--- src/rtl/lcd_bus_pkg.sv ---
`default_nettype none
// ============================================================================
// Package     : lcd_bus_pkg
// Description : Shared types and constants for the 8080-style LCD bus writer.
//               The default cycle counts are also used by the DMA / CPU-bridge
//               driver so both sides agree on strobe and reset timing.
// Revision    : 1.0  initial release
// ============================================================================
package lcd_bus_pkg;

    localparam int LCD_DW = 16;

    // Default timing at 100 MHz sysclk.
    localparam int DEF_WR_LOW_CYC   = 2;
    localparam int DEF_WR_HIGH_CYC  = 2;
    localparam int DEF_RST_LOW_CYC  = 1000;       // 10 us
    localparam int DEF_RST_WAIT_CYC = 5_000_000;  // 50 ms

    typedef enum logic [2:0] {
        S_RSTLO   = 3'd0,
        S_RSTWAIT = 3'd1,
        S_IDLE    = 3'd2,
        S_SETUP   = 3'd3,
        S_WRLO    = 3'd4,
        S_WRHI    = 3'd5
    } lcd_state_e;

    // Largest of four cycle counts; sizes the shared down-counter.
    function automatic int cyc_max(input int a, input int b, input int c, input int d);
        int m;
        m = a;
        if (b > m) m = b;
        if (c > m) m = c;
        if (d > m) m = d;
        return m;
    endfunction

endpackage
`default_nettype wire

--- src/rtl/lcd_bus_writer_if.sv ---
`default_nettype none
// ============================================================================
// Interface   : lcd_bus_writer_if
// Description : Valid/ready word stream feeding the LCD bus writer.
//               master = word producer (DMA / bridge), slave = lcd_bus_writer.
// Signals     : valid  word available
//               ready  writer accepts the word this cycle
//               data   16-bit word for lcd_data
//               rs     0 = command (index) write, 1 = data / GRAM write
// Revision    : 1.0  initial release
// ============================================================================
interface lcd_bus_writer_if;
    import lcd_bus_pkg::*;

    logic              valid;
    logic              ready;
    logic [LCD_DW-1:0] data;
    logic              rs;

    modport master (output valid, output data, output rs, input ready);
    modport slave  (input valid, input data, input rs, output ready);

endinterface
`default_nettype wire

--- src/rtl/lcd_bus_writer.sv ---
`default_nettype none
// ============================================================================
// Module      : lcd_bus_writer
// Description : Drives an 8080-style write-only TFT bus from a valid/ready
//               word stream. Owns the panel hardware-reset sequence and the
//               write-strobe timing. One word costs 1+WR_LOW_CYC+WR_HIGH_CYC
//               cycles; back-to-back words keep cs low with no idle gap.
// Ports       : clk          system clock
//               reset        synchronous, active-high reset
//               sink         word stream (slave side)
//               ctl_hwreset  1-cycle pulse: restart the panel reset sequence
//               busy         high whenever the FSM is not idle
//               lcd_reset_n  panel reset, active-low
//               lcd_cs       chip select, active-low
//               lcd_rs       register select
//               lcd_write_n  write strobe, active-low
//               lcd_read_n   read strobe, tied high
//               lcd_data     bus data
// Revision    : 1.0  initial release
// ============================================================================
module lcd_bus_writer
    import lcd_bus_pkg::*;
#(
    parameter int WR_LOW_CYC   = DEF_WR_LOW_CYC,
    parameter int WR_HIGH_CYC  = DEF_WR_HIGH_CYC,
    parameter int RST_LOW_CYC  = DEF_RST_LOW_CYC,
    parameter int RST_WAIT_CYC = DEF_RST_WAIT_CYC
) (
    input  wire logic              clk,
    input  wire logic              reset,
    lcd_bus_writer_if.slave        sink,
    input  wire logic              ctl_hwreset,
    output logic                   busy,
    output logic                   lcd_reset_n,
    output logic                   lcd_cs,
    output logic                   lcd_rs,
    output logic                   lcd_write_n,
    output logic                   lcd_read_n,
    output logic [LCD_DW-1:0]      lcd_data
);

    localparam int CNT_W = $clog2(cyc_max(WR_LOW_CYC, WR_HIGH_CYC,
                                          RST_LOW_CYC, RST_WAIT_CYC)) + 1;

    localparam logic [CNT_W-1:0] LD_RSTLO   = CNT_W'(RST_LOW_CYC - 1);
    localparam logic [CNT_W-1:0] LD_RSTWAIT = CNT_W'(RST_WAIT_CYC - 1);
    localparam logic [CNT_W-1:0] LD_WRLO    = CNT_W'(WR_LOW_CYC - 1);
    localparam logic [CNT_W-1:0] LD_WRHI    = CNT_W'(WR_HIGH_CYC - 1);
    localparam logic [CNT_W-1:0] CNT_ONE    = CNT_W'(1);

    lcd_state_e        state_q, state_d;
    logic [CNT_W-1:0]  cnt_q,   cnt_d;
    logic              rstn_q,  rstn_d;
    logic              cs_q,    cs_d;
    logic              rs_q,    rs_d;
    logic              wr_q,    wr_d;
    logic [LCD_DW-1:0] data_q,  data_d;

    logic cnt_zero;
    logic ready;
    logic accept;

    assign cnt_zero = (cnt_q == '0);

    // Ready in idle and in the final strobe-high cycle (which is what makes
    // bursts gapless). A hardware-reset request blocks acceptance outright.
    assign ready  = !ctl_hwreset &&
                    ((state_q == S_IDLE) || ((state_q == S_WRHI) && cnt_zero));
    assign accept = sink.valid && ready;

    assign sink.ready  = ready;
    assign busy        = (state_q != S_IDLE);
    assign lcd_reset_n = rstn_q;
    assign lcd_cs      = cs_q;
    assign lcd_rs      = rs_q;
    assign lcd_write_n = wr_q;
    assign lcd_read_n  = 1'b1;
    assign lcd_data    = data_q;

    always_comb begin
        state_d = state_q;
        cnt_d   = cnt_q;
        rstn_d  = rstn_q;
        cs_d    = cs_q;
        rs_d    = rs_q;
        wr_d    = wr_q;
        data_d  = data_q;

        if (ctl_hwreset) begin
            // Abort from any state; an in-flight word is simply dropped.
            state_d = S_RSTLO;
            cnt_d   = LD_RSTLO;
            rstn_d  = 1'b0;
            cs_d    = 1'b1;
            wr_d    = 1'b1;
        end else begin
            case (state_q)
                S_RSTLO: begin
                    if (cnt_zero) begin
                        state_d = S_RSTWAIT;
                        cnt_d   = LD_RSTWAIT;
                        rstn_d  = 1'b1;
                    end else begin
                        cnt_d = cnt_q - CNT_ONE;
                    end
                end
                S_RSTWAIT: begin
                    if (cnt_zero) begin
                        state_d = S_IDLE;
                    end else begin
                        cnt_d = cnt_q - CNT_ONE;
                    end
                end
                S_IDLE: begin
                    if (accept) begin
                        state_d = S_SETUP;
                        data_d  = sink.data;
                        rs_d    = sink.rs;
                        cs_d    = 1'b0;
                    end
                end
                S_SETUP: begin
                    state_d = S_WRLO;
                    cnt_d   = LD_WRLO;
                    wr_d    = 1'b0;
                end
                S_WRLO: begin
                    if (cnt_zero) begin
                        state_d = S_WRHI;
                        cnt_d   = LD_WRHI;
                        wr_d    = 1'b1;
                    end else begin
                        cnt_d = cnt_q - CNT_ONE;
                    end
                end
                S_WRHI: begin
                    if (!cnt_zero) begin
                        cnt_d = cnt_q - CNT_ONE;
                    end else if (accept) begin
                        // Next word: cs stays low across the boundary.
                        state_d = S_SETUP;
                        data_d  = sink.data;
                        rs_d    = sink.rs;
                    end else begin
                        state_d = S_IDLE;
                        cs_d    = 1'b1;
                    end
                end
                default: begin
                    state_d = S_RSTLO;
                    cnt_d   = LD_RSTLO;
                    rstn_d  = 1'b0;
                    cs_d    = 1'b1;
                    wr_d    = 1'b1;
                end
            endcase
        end
    end

    always_ff @(posedge clk) begin
        if (reset) begin
            state_q <= S_RSTLO;
            cnt_q   <= LD_RSTLO;
            rstn_q  <= 1'b0;
            cs_q    <= 1'b1;
            rs_q    <= 1'b0;
            wr_q    <= 1'b1;
            data_q  <= '0;
        end else begin
            state_q <= state_d;
            cnt_q   <= cnt_d;
            rstn_q  <= rstn_d;
            cs_q    <= cs_d;
            rs_q    <= rs_d;
            wr_q    <= wr_d;
            data_q  <= data_d;
        end
    end

endmodule
`default_nettype wire
--- src/flat_wrapper.sv ---
// flat-port wrapper written by rule: the top's interface ports become plain ports
module lcd_bus_writer_flat import lcd_bus_pkg::*;
#(
    parameter int WR_LOW_CYC   = DEF_WR_LOW_CYC,
    parameter int WR_HIGH_CYC  = DEF_WR_HIGH_CYC,
    parameter int RST_LOW_CYC  = DEF_RST_LOW_CYC,
    parameter int RST_WAIT_CYC = DEF_RST_WAIT_CYC
)
  (clk, reset, ctl_hwreset, busy, lcd_reset_n, lcd_cs, lcd_rs, lcd_write_n, lcd_read_n, lcd_data, sink_valid, sink_data, sink_rs, sink_ready);
  lcd_bus_writer_if sink_i ();
  input  wire logic clk;
  input  wire logic reset;
  input  wire logic ctl_hwreset;
  output logic busy;
  output logic lcd_reset_n;
  output logic lcd_cs;
  output logic lcd_rs;
  output logic lcd_write_n;
  output logic lcd_read_n;
  output logic [LCD_DW-1:0] lcd_data;
  input wire logic [$bits(sink_i.valid)-1:0] sink_valid;
  input wire logic [$bits(sink_i.data)-1:0] sink_data;
  input wire logic [$bits(sink_i.rs)-1:0] sink_rs;
  output wire logic [$bits(sink_i.ready)-1:0] sink_ready;
  assign sink_i.valid = sink_valid;
  assign sink_i.data = sink_data;
  assign sink_i.rs = sink_rs;
  assign sink_ready = sink_i.ready;
  lcd_bus_writer #(.WR_LOW_CYC(WR_LOW_CYC), .WR_HIGH_CYC(WR_HIGH_CYC), .RST_LOW_CYC(RST_LOW_CYC), .RST_WAIT_CYC(RST_WAIT_CYC)) u_core (.clk(clk), .reset(reset), .sink(sink_i), .ctl_hwreset(ctl_hwreset), .busy(busy), .lcd_reset_n(lcd_reset_n), .lcd_cs(lcd_cs), .lcd_rs(lcd_rs), .lcd_write_n(lcd_write_n), .lcd_read_n(lcd_read_n), .lcd_data(lcd_data));
endmodule
--- config.mk ---
export PLATFORM = sky130hd
export DESIGN_NAME = lcd_bus_writer_flat
export DESIGN_NICKNAME = d
export VERILOG_FILES = /design/src/rtl/lcd_bus_pkg.sv /design/src/rtl/lcd_bus_writer_if.sv /design/src/rtl/lcd_bus_writer.sv /design/src/flat_wrapper.sv
export SDC_FILE = /design/constraint.sdc
export NUM_CORES = 1
export LEC_CHECK = 0
export ABC_AREA = 1
export CAP_MARGIN = 15
export CORE_MARGIN = 3
export CORE_UTILIZATION = 57
export DETAILED_ROUTE_END_ITERATION = 10
export GPL_TIMING_DRIVEN = 0
export PLACE_DENSITY = 0.84
export SLEW_MARGIN = 15
export SYNTH_ARGS = -nofsm -noshare
export SYNTH_HDL_FRONTEND = slang
export SYNTH_SLANG_ARGS = --single-unit
--- constraint.sdc ---
create_clock -name clk -period 5.08 [get_ports clk]
set_clock_uncertainty 0.2 [all_clocks]
set_input_delay 0.508 -clock clk [delete_from_list [all_inputs] [get_ports clk]]
set_output_delay 0.508 -clock clk [all_outputs]
set_load 0.01 [all_outputs]
# Word level (Yosys, flattened, before mapping)
# Index checks and enable logic that the tools add are counted.
totals:
  out_inout_bits: 23
  word_cells: 69
  reg_bits: 47
op_classes:
  n_eq_ne: 13
  bitwise_logic: 5
  n_addsub: 1
  n_mux: 24
  reduce_logical: 19
ops:
  columns: ["op", "n"]
  rows:
  - ["case mux 24 bit (5 select lines)", 1]
  - ["2-to-1 mux 24 bit", 3]
  - ["2-to-1 mux 16 bit", 2]
  - ["case mux 16 bit (2 select lines)", 1]
  - ["logical NOT 24 bit", 1]
  - ["subtractor 24 x 1 -> 24 bit, second input constant", 1]
  - ["case mux 3 bit (6 select lines)", 1]
  - ["2-to-1 mux 3 bit", 5]
  - ["inequality test 2 x 1 -> 1 bit, second input constant", 5]
  - ["OR reduction 4 bit", 2]
  - ["2-to-1 mux 1 bit", 7]
  - ["equality test 3 x 2 -> 1 bit, second input constant", 2]
  - ["equality test 3 bit, second input constant", 2]
  - ["case mux 1 bit (3 select lines)", 2]
  - ["AND reduction 2 bit", 3]
  - ["NOT 1 bit", 5]
  - ["AND reduction 5 bit", 1]
  - ["OR reduction 5 bit", 1]
  - ["inequality test 2 bit, second input constant", 2]
  - ["case mux 1 bit (2 select lines)", 2]
  - ["AND reduction 4 bit", 1]
  - ["OR reduction 2 bit", 2]
  - ["equality test 3 x 1 -> 1 bit, second input constant", 1]
  - ["logical AND 1 bit", 3]
  - ["6 further kinds", 6]

# Logic depth before layout (Yosys ltp)
depth:
  word_depth: 8
  mapped_depth: 14

# Least setup slack after synthesis
# No wires, ideal clock.
synth_path:
  kind: "register to output"
  start: "register u_core.cnt_q[0]"
  end: "output port sink_ready"
  stages_incl_launch_ff: 10
  path_buffers: 1
  slack_ns: 2.942
  arrival_time_ns: 1.430
  path_cell_list: "dfxtp_1 > inv_1 > ha_1 > inv_1 > nor2_1 > nand2_1 > nor2_4 > nand3_4 > a21boi_4 > buf_8"
synth_between:
  elab_chain_len: 4
synth_lines:
  columns: ["item", "line_no", "text"]
  rows:
  - ["start, declared", "lcd_bus_writer.sv:52", "logic [CNT_W-1:0] cnt_q, cnt_d;"]
  - ["start signal, assigned", "lcd_bus_writer.sv:171", "cnt_q <= cnt_d;"]
  - ["logical NOT 24 bit", "lcd_bus_writer.sv:63", "assign cnt_zero = (cnt_q == '0);"]
  - ["logical AND 1 bit", "lcd_bus_writer.sv:68", "((state_q == S_IDLE) || ((state_q == S_WRHI) && cnt_zero));"]
  - ["logical OR 1 bit", "lcd_bus_writer.sv:68", null]
  - ["logical AND 1 bit", "lcd_bus_writer.sv:67", "assign ready = !ctl_hwreset &&"]
  - ["end, declared", "flat_wrapper.sv:24", "output wire logic [$bits(sink_i.ready)-1:0] sink_ready;"]
# Every way passes these cells.

# Final worst setup path
# Same ends and word-level chain as after synthesis.

==> key figures <==
Place
  • GP Congestion: 0.947
  • HPWL after detailed placement: 4920 um
  • Count of buffers from port buffering: 41
  • Post-placement setup slack: roughly 2.2 ns
  • Area after detailed placement: 0.00314 sq mm

Critical path
  • Cell Chain, Critical Path: inv_1 -> ha_1 -> inv_1 -> nor2_1 -> nand2_1 -> nor2_4 -> nand3_4 -> a21boi_4 -> buf_8 -> clkdlybuf4s50_1
  • Setup crit end kind: output pin
  • Terminus of the critical flop-to-flop path: u_core.cnt_q[23]
  • Crit path required time: 4.37 ns
  • Path type of the worst setup path: flop to output pin
  • Crit path DAT: around 2.5 ns
  • Launching point of the worst reg2reg path: u_core.cnt_q[0]
  • Slowest Stage Delay on Critical Path: 0.54 ns
  • Slowest-stage cell, CP: clkdlybuf4s50_1
  • Worst reg2reg path depth: 13
  • Worst reg-to-reg setup slack: ~2.8 ns
  • Crit start category: flop
  • Most used cell along the critical path: inv_1
  • Top Family by Delay on Critical Path: buffers and inverters
  • Largest driver fanout on the critical path: 10
  • Buffers plus inverters on the worst setup path: 4

STA
  • Tcrit/Tclk final: 0.626
  • Max-slew violations: 0
  • Count of final hold-check violations: 0
  • Final setup violation count: 0
  • Timing-limited maximum frequency: 314 MHz
  • Pin slew with the least headroom to its limit: 0.537 ns
  • Setup TNS: 0 ns
  • Max transition margin: 0.642
  • Clock period minus worst slack: 3.18 ns
  • Setup WS post-layout: 1.90 ns
  • Hold Worst Slack: 0.262 ns
  • Setup repair after global routing missed its margin: false

Min path
  • Instance count along the most critical hold path: 2
  • Capture endpoint of the worst hold path: u_core.lcd_data[8]
  • Class of the tightest hold or removal check: flop to flop
  • Start point of the worst hold path: u_core.lcd_data[8]

Synthesis
  • Cells after synthesis: 402
  • Yosys warning count: 0
  • Synthesis-stage register bit count: 47
  • Register area share after synthesis: 0.354
  • Average size of a mapped cell: roughly 6.6 sq um
  • Post-synth EDFFs: 0
  • Synth Flop Type: dfxtp_1
  • Number of different library cells in the post-synthesis netlist: 32
  • Share of cell area taken by muxes after synthesis: 0
  • Arithmetic-cell share of the synthesized area counting full adders, half adders and majority gates: 0.00941
  • Syn_nets: about 430
  • Compound-cell area share of the yosys netlist: 0.110
  • Simple-gate area share of the yosys netlist: 0.414
  • Async set or reset register ratio after synthesis: 0
  • Xor/xnor share of the synthesized area: 0.0230
  • Total standard cell area after synthesis: 0.00266 sq mm
  • Main combinational cell family by area after synthesis: simple AND/OR/NAND/NOR gates

Route
  • Total via count after detailed routing: 2719
  • Via density per instance: 5.42
  • Detailed Route Iter0 Violations: 172
  • DRC viols: 0
  • Post-detailed-route wirelength per cell: ~13 um
  • Final wirelength: 6670 um
  • Count of antenna-violating nets left after detailed routing: 0
  • Number of detailed-route iterations in the first pass: 7

Die
  • Die height: about 74 um
  • Number of core rows: 24
  • Initial standard-cell utilization of the core: 0.599
  • Area of the die: 0.00552 sq mm
  • Horizontal die dimension: between 70 and 80 um
  • Core region area: 0.00444 sq mm
  • I/O pin total: 44

GRT
  • Number of global-route vias before repair: 2360
  • First-pass GRT wire length: 10800 um
  • Overall overflow remaining after global route: 0
  • Number of antenna violations at the first check in global routing: 0
  • Total GRT Usage: 0.250
  • Pin count of the biggest net entering global routing: 14

Run status
  • Result of the run: finished, final reports clean

Power and ir drop
  • Total power draw: 668 uW
  • Cell Pwr Density: 206 mW/mm^2
  • Leakage power of the design: 0.00138 uW
  • VDD IR-drop max: 0.127 mV

Clocking
  • TritonCTS clock tree: done
  • CTS sink count: 47
  • H-tree level count: 2
  • Number of buffers created by CTS: 5
  • Cts repair resizes: 0
  • CTS Hold Bufs: 0
  • CTS Root Cell: clkbuf_8
  • Clock network latency to the later pin of the worst-skew pair: 0.30 ns
  • # Post-CTS Setup Buffers: 0
  • Reg clk slew, reported paths: 0.08 ns
  • Maximum root-to-sink buffer count: 2

Final layout
  • Syn-to-layout area delta: 21.7%
  • Post-route cell area: 0.00324 sq mm
  • Fraction of layout cells with a size suffix above 1: 0.0867
  • Count of inserted antenna diode cells: 0
  • Post-layout net count: 473

Run
  • Count of maximum capacitance violations: 0
==> final cells by class <==
cell class / count / area (sq um)
clock inverter: 1 / 30.0
clock buffer: 6 / 72.6
timing repair buffer: 41 / 410
multi-input combinational: 302 / 1480
fill: 368 / 1210
buffer: 13 / 86.3
inverter: 40 / 150
tap: 52 / 65.1
sequential: 47 / 941
==> metrics by stage <==
| step | utilization | std cells |
|---|---|---|
| detailed placement | 0.706 | 495 |
| global route | 0.729 | 502 |
| floorplan | - | 402 |
| CTS | 0.729 | 502 |
| global placement | 0.706 | 495 |
| finish | 0.729 | 502 |
==> where the power goes <==
part | total, uW | internal [uW] | switching (uW) | leakage [uW]
registers | 369 | 369 | 0.299 | 0.000379
clock network | 266 | 144 | 122 | 0.0000513
logic | 32.4 | 16.7 | 15.7 | 0.000953
total | 668 | 530 | 138 | 0.00138
==> worst reg2reg max path, cell delays in order (launching register included) <==
cell	delay [ns]
dfxtp_1	0.32
inv_1	0.14
ha_1	0.19
inv_1	0.04
nor2_1	0.08
nand2_1	0.09
nor2_4	0.12
nand3_4	0.12
nand2_2	0.15
nand2_1	0.17
o21ai_2	0.33
inv_1	0.10
nand2_1	0.08
nor2_1	0.04
==> cells in the mapped netlist, drive strengths merged, types with 3 or more instances <==
cell type	count	area [sq um]
nand2	123	487
nor2	54	245
dfxtp	47	941
nand3	44	253
inv	40	150
a21oi	36	184
o21ai	14	73.8
buf	8	67.6
nand4	8	50.1
nand3b	6	45.0
clkbuf	5	18.8
xor2	4	35.0
nor3	3	15.0
xnor2	3	26.3
==> cell usage in the layout (no fill, tap or decap), drive strengths merged, types with 4 or more instances in the layout <==
cell type and count:
nand2 123, nor2 54, dfxtp 47, nand3 44, clkdlybuf4s50 41, inv 40
a21oi 36, o21ai 14, clkbuf 11, nand4 8, buf 8, nand3b 6
xor2 4
==> registers in the layout (all words and copies together), names as in the netlist <==
name,count
u_core.lcd_cs,1
u_core.lcd_data,16
u_core.lcd_write_n,1
u_core.lcd_rs,1
u_core.state_q,3
u_core.lcd_reset_n,1
u_core.cnt_q,24
==> routing by layer <==
metal	wire length, um	track usage	vias up
met5	0	0	-
met4	129	0.103	0
met3	478	0.0392	17
met2	3030	0.411	110
met1	3030	0.327	1211
li1	-	-	1381
==> worst max path at each step <==
stage	slack (ns)	from	depth (start not counted)	endpoint
2_1_floorplan	2.94	u_core.cnt_q[0]	9	sink_ready
3_3_place_gp	2.15	ctl_hwreset	5	sink_ready
3_5_place_dp	2.17	ctl_hwreset	5	sink_ready
4_1_cts	1.88	u_core.cnt_q[0]	10	sink_ready
5_1_grt	1.67	u_core.cnt_q[0]	10	sink_ready
6_report	1.90	u_core.cnt_q[0]	10	sink_ready
==> cell families after synthesis <==
kind of cell | count (synthesis)
AOI/OAI and AO/OA | 53
xor gates and xnor gates | 7
adders and majority gates | 2
buffers and inverters | 53
DFF | 47
other | 1
and+or+nand+nor | 239
No activity file was read; power rests on OpenSTA's default activity.
